$ cat src/rtl/riscv_pkg.sv
// Shared definitions for the RISC-V pipeline front end: data widths,
// the canonical NOP encoding, the default reset vector and a small
// helper that word-aligns a fetch address.
package riscv_pkg;

  localparam int XLEN       = 32;
  localparam int REG_ADDR_W = 5;

  // addi x0, x0, 0
  localparam logic [XLEN-1:0] NOP_INSTR        = 32'h0000_0013;
  localparam logic [XLEN-1:0] DEFAULT_RESET_PC = 32'h0000_0000;

  // Instruction fetches are always word aligned; the low two bits of any
  // redirect target are dropped.
  function automatic logic [XLEN-1:0] word_align(input logic [XLEN-1:0] addr);
    return {addr[XLEN-1:2], 2'b00};
  endfunction

endpackage

$ cat src/rtl/hazard_detect.sv
// Load-use hazard detector. Purely combinational: raises stall when the
// load in EX writes a non-zero register that the valid instruction in ID
// reads through either source operand.
module hazard_detect
  import riscv_pkg::*;
(
  input  logic                  mem_read_ex,
  input  logic [REG_ADDR_W-1:0] rd_addr_ex,
  input  logic [REG_ADDR_W-1:0] rs1_addr_id,
  input  logic [REG_ADDR_W-1:0] rs2_addr_id,
  input  logic                  valid_id,
  output logic                  stall
);

  logic rd_nonzero;
  logic src_match;

  // Compare the load destination against both ID source operands.
  always_comb begin
    rd_nonzero = (rd_addr_ex != '0);
    src_match  = (rd_addr_ex == rs1_addr_id) | (rd_addr_ex == rs2_addr_id);
    stall      = mem_read_ex & rd_nonzero & src_match & valid_id;
  end

endmodule

$ cat src/rtl/if_id_stage.sv
// Pipeline front end: program counter, instruction fetch address and the
// IF/ID pipeline register, plus load-use stall generation.
//
// Optional build macro IFID_PERF_CNT_EN: when defined, StallCnt and
// FlushCnt are saturating 32-bit counters; when undefined no counter
// flops exist and both ports read 0.
//
// Fetch handshake: imem_addr always presents the current PC; a fetch is
// accepted on a rising edge where imem_ready=1, at which point imem_rdata
// is the instruction at imem_addr. While the stage is stalled or being
// redirected, a ready fetch is simply not consumed and is refetched later.
module if_id_stage
  import riscv_pkg::*;
#(
  parameter logic [31:0] RESET_PC  = DEFAULT_RESET_PC,
  parameter logic [31:0] NOP_INSTR = riscv_pkg::NOP_INSTR
) (
  input  logic        clk,
  input  logic        rst_n,
  output logic [31:0] imem_addr,
  input  logic [31:0] imem_rdata,
  input  logic        imem_ready,
  input  logic        JumpFlag_id,
  input  logic [31:0] JumpAddr_id,
  input  logic        MemRead_ex,
  input  logic [4:0]  rdAddr_ex,
  input  logic [4:0]  rs1Addr_id,
  input  logic [4:0]  rs2Addr_id,
  output logic [31:0] PC_id,
  output logic [31:0] Instruction_id,
  output logic        Valid_id,
  output logic        Stall,
  output logic [31:0] StallCnt,
  output logic [31:0] FlushCnt
);

  logic [31:0] pc_q, pc_d;
  logic [31:0] pc_id_q, pc_id_d;
  logic [31:0] instr_id_q, instr_id_d;
  logic        valid_id_q, valid_id_d;
  logic        flush;

  hazard_detect u_hazard_detect (
    .mem_read_ex (MemRead_ex),
    .rd_addr_ex  (rdAddr_ex),
    .rs1_addr_id (rs1Addr_id),
    .rs2_addr_id (rs2Addr_id),
    .valid_id    (valid_id_q),
    .stall       (Stall)
  );

  // Next-state selection for PC and IF/ID: stall, then redirect, then
  // fetch accept, otherwise a fetch bubble.
  always_comb begin
    pc_d       = pc_q;
    pc_id_d    = pc_id_q;
    instr_id_d = instr_id_q;
    valid_id_d = valid_id_q;
    flush      = 1'b0;
    if (Stall) begin
      // Hold everything; any jump in ID re-resolves after the stall.
    end else if (JumpFlag_id) begin
      pc_d       = word_align(JumpAddr_id);
      instr_id_d = NOP_INSTR;
      valid_id_d = 1'b0;
      flush      = 1'b1;
    end else if (imem_ready) begin
      pc_d       = pc_q + 32'd4;
      pc_id_d    = pc_q;
      instr_id_d = imem_rdata;
      valid_id_d = 1'b1;
    end else begin
      instr_id_d = NOP_INSTR;
      valid_id_d = 1'b0;
    end
  end

  // PC and IF/ID pipeline register.
  always_ff @(posedge clk or negedge rst_n) begin
    if (!rst_n) begin
      pc_q       <= RESET_PC;
      pc_id_q    <= '0;
      instr_id_q <= NOP_INSTR;
      valid_id_q <= 1'b0;
    end else begin
      pc_q       <= pc_d;
      pc_id_q    <= pc_id_d;
      instr_id_q <= instr_id_d;
      valid_id_q <= valid_id_d;
    end
  end

  assign imem_addr      = pc_q;
  assign PC_id          = pc_id_q;
  assign Instruction_id = instr_id_q;
  assign Valid_id       = valid_id_q;

`ifdef IFID_PERF_CNT_EN
  logic [31:0] stall_cnt_q, stall_cnt_d;
  logic [31:0] flush_cnt_q, flush_cnt_d;

  // Saturating event counters for stall cycles and redirect flushes.
  always_comb begin
    stall_cnt_d = stall_cnt_q;
    flush_cnt_d = flush_cnt_q;
    if (Stall && (stall_cnt_q != 32'hFFFF_FFFF)) stall_cnt_d = stall_cnt_q + 32'd1;
    if (flush && (flush_cnt_q != 32'hFFFF_FFFF)) flush_cnt_d = flush_cnt_q + 32'd1;
  end

  // Counter registers.
  always_ff @(posedge clk or negedge rst_n) begin
    if (!rst_n) begin
      stall_cnt_q <= '0;
      flush_cnt_q <= '0;
    end else begin
      stall_cnt_q <= stall_cnt_d;
      flush_cnt_q <= flush_cnt_d;
    end
  end

  assign StallCnt = stall_cnt_q;
  assign FlushCnt = flush_cnt_q;
`else
  logic unused_flush;
  assign unused_flush = flush;
  assign StallCnt     = '0;
  assign FlushCnt     = '0;
`endif

endmodule
$ cat config.mk
export PLATFORM = sky130hd
export DESIGN_NAME = if_id_stage
export DESIGN_NICKNAME = d
export VERILOG_FILES = /design/src/rtl/riscv_pkg.sv /design/src/rtl/hazard_detect.sv /design/src/rtl/if_id_stage.sv
export SDC_FILE = /design/constraint.sdc
export NUM_CORES = 1
export LEC_CHECK = 0
export CAP_MARGIN = 20
export CORE_MARGIN = 3
export CORE_UTILIZATION = 39
export CTS_BUF_LIST = sky130_fd_sc_hd__clkbuf_4 sky130_fd_sc_hd__clkbuf_8
export CTS_CLUSTER_DIAMETER = 120
export DETAILED_ROUTE_END_ITERATION = 10
export PLACE_DENSITY = 0.81
export SETUP_SLACK_MARGIN = 0.02
export SLEW_MARGIN = 20
export SYNTH_ARGS = -nofsm -noshare
export SYNTH_HDL_FRONTEND = slang
export SYNTH_SLANG_ARGS = --single-unit
$ cat constraint.sdc
create_clock -name clk -period 1.9 [get_ports clk]
set_clock_uncertainty 0.2 [all_clocks]
set_input_delay 0.19 -clock clk [delete_from_list [all_inputs] [get_ports clk]]
set_output_delay 0.19 -clock clk [all_outputs]
set_load 0.02 [all_outputs]
==> qor.csv <==
metric;value;unit
Antenna Cells;0;
post-DR wirelength/cell;18.3;um
R2R depth;7;
NumNets Final;880;
Async SR Flop Fraction;1.00;
I/O pins;246;
top cell type's share of synthesized area;0.423;
clk sinks;93;
failing checks;negative setup slack;
Worst Setup End Kind;flop;
Synth Register Bits;93;
Die W;123;um
sequential cell area fraction in the yosys report;0.437;
Worst R2R Start;imem_addr[7];
port bufs;175;
Sum Neg Setup Slack;-0.0165;ns
minimum clock period;1.91;ns
CTS tree;built;
number of synthesis warnings;0;
final hold viol count;0;
synth cell count leaders;dfrtp_1 (90), buf_4 (71), nand3_1 (44), nand2_1 (41), o21ai_0 (33);
Worst EP arrival;1.96;ns
Primary FF master, synth;dfrtp_1;
Mapped Area;5330;sq um
leak pwr;3.70;nW
DRC;0;
crit-path max cell delay;0.40;ns
pin count of the biggest net entering global routing;41;
Final Instance Area;8390;sq um
FP Rows;42;
register-to-register setup slack;-0.01;ns
run status;finished with violations;
clock transition at the registers of the reported paths;0.09;ns
RSZ-0062 raised after global routing;yes;
max cap viols;0;
Core Box Area;13300;sq um
Unique masters post-synth;54;
Max Clk Rate;523;MHz
H-tree depth;3;
Vias/cell;5.33;
Longest Clk Path Bufs;2;
initial antenna violation count;0;
Pwr Total;5.95;mW
Worst-Skew Late Latency;0.37;ns
slowest cell on the critical path;dfrtp_1;
max-slew violation count;0;
startpoint types;flop;
Overall Global Routing Usage;0.228;
Antenna Nets Post-Route;0;
CTS root buffer;clkbuf_8;
Place WS;-0.773;ns
vias in the first global route;5174;
Initial Utilization;0.401;
Die H;123;um
GR Overflow Total;0;
DRT Wirelength;17900;um
GP Congestion;0.825;
Vias;5200;
drt first pass iters;4;
fraction of layout cells with a size suffix above 1;0.254;
Final Worst Setup Slack;-0.0103;ns
largest cells by area after synthesis;dfrtp_1 (42%), buf_4 (10%), mux2_2 (6.8%);
count of final setup violators;2;
Worst EP required;1.95;ns
Post-Syn Instances;554;
hold crit path type;input pin to asynchronous set/reset pin;
Iter 0 DRT Violations;354;
hold slack;0.124;ns
Final Cycle Share;1.01;
Crit Path Category;flop to flop;
maximum vdd drop;0.307;mV
critical-path maximum fanout;5;
number of flops mapped to enable cells by yosys;0;
top-count cell post-synth;dfrtp_1;
FF-to-FF End;imem_addr[24];
worst-path cell chain;nand4_4, nor4_4, buf_6, buf_4, nand3_2, a2111oi_4, nor3_1;
Syn Area/Cell;9.62;sq um
Syn-to-layout area delta;57.5;%
total CTS buffers;9;
Critical Path Source;imem_addr[7];
post-DP HPWL;11900;um
die area;15100;sq um
worst setup path end;imem_addr[24];
pwr/cell area;709;nW/um^2
Synth area leader;dfrtp_1;
Cell Area, Placed;7630;sq um
first-pass GRT wire length;26800;um
## registers in the layout, indices dropped and copies added, names as in the netlist
register,cells
Instruction_id,32
Valid_id,1
PC_id,30
imem_addr,30
## power breakdown
part,leakage [nW],switching [mW],internal (mW)
logic,2.48,1.15,1.12
registers,1.12,0.161,2.22
clock network,0.101,0.696,0.589
total,3.70,2.01,3.94
## cell families after synthesis
logic type	Yosys count	synth area share
and+or+nand+nor	155	0.152
AOI/OAI and AO/OA	136	0.178
buffers and inverters	124	0.142
DFF	93	0.437
muxes	34	0.0718
xor gates and xnor gates	10	0.0164
adders and majority gates	1	0.00235
other	1	0.000704
## metrics by stage
| step | std cells | util |
|---|---|---|
| finish | 976 | 0.631 |
| global route | 976 | 0.631 |
| CTS | 969 | 0.611 |
| detailed placement | 932 | 0.574 |
| global placement | 932 | 0.574 |
| floorplan | 621 | - |
## how the worst min path moves through the flow
stage	start	endpoint	slack, ns	cells past startpoint
after floorplan	rst_n	Instruction_id[10]	-0.31	0
after global placement	rst_n	PC_id[13]	-0.02	1
after detailed placement	rst_n	PC_id[15]	-0.02	1
after CTS	rst_n	PC_id[4]	0.13	2
after global routing	imem_rdata[31]	Instruction_id[31]	0.15	3
final	rst_n	PC_id[4]	0.12	2
## worst max-delay path, delay by kind of cell (launching register included)
| family | cells | cell delay [ns] |
|---|---|---|
| buffers and inverters | 2 | 0.28 |
| AO/OA/AOI/OAI | 1 | 0.28 |
| AND/OR/NAND/NOR | 4 | 0.63 |
| flip-flops | 1 | 0.40 |
## repair_timing
action,in CTS,in global routing
hold buffers,1,0
endpoints found under the hold margin,90,0
pin swaps,17,26
buffers inserted,15,9
resized for setup,69,47
cloned,6,1
endpoints found under the setup margin,113,86
## area by class of cell
cell class / count / area, sq um
fill: 1059 / 4900
sequential: 93 / 2340
multi-input combinational: 405 / 2880
clock inverter: 2 / 10.0
clock buffer: 14 / 174
tap: 176 / 220
timing repair buffer: 270 / 2710
inverter: 16 / 60.1
## cells in the final DEF, fill, tap and decap left out, drive strengths merged, types with 5 or more instances in the layout
cell             n
nand3           44
clkdlybuf4s50  127
xnor2           10
and4             5
dlygate4sd2     27
a2bb2oi          6
and3             5
a32o             7
dfrtp           90
nand4           13
buf             96
o21ai           33
a41oi            6
o22ai            5
a211oi           9
a32oi            5
a2111oi          6
inv             15
conb            68
o22a            10
nor3            11
a21oi           25
mux2            34
clkbuf          15
and2             6
nand2           41
dlymetal6s2s    15
nor2            17
a31oi            5
## per-layer routing
layer  routed length, um  track usage  part of all wire  vias to the layer above
met3                1680       0.0563             0.094                       32
met2                8740        0.384              0.49                      286
met4                 429       0.0910             0.024                        0
met1                7020        0.280              0.39                     2519
li1                    -            -                 -                     2363
met5                   0            0                 0                        -
Note: power is estimated with default switching activity, not from simulation.
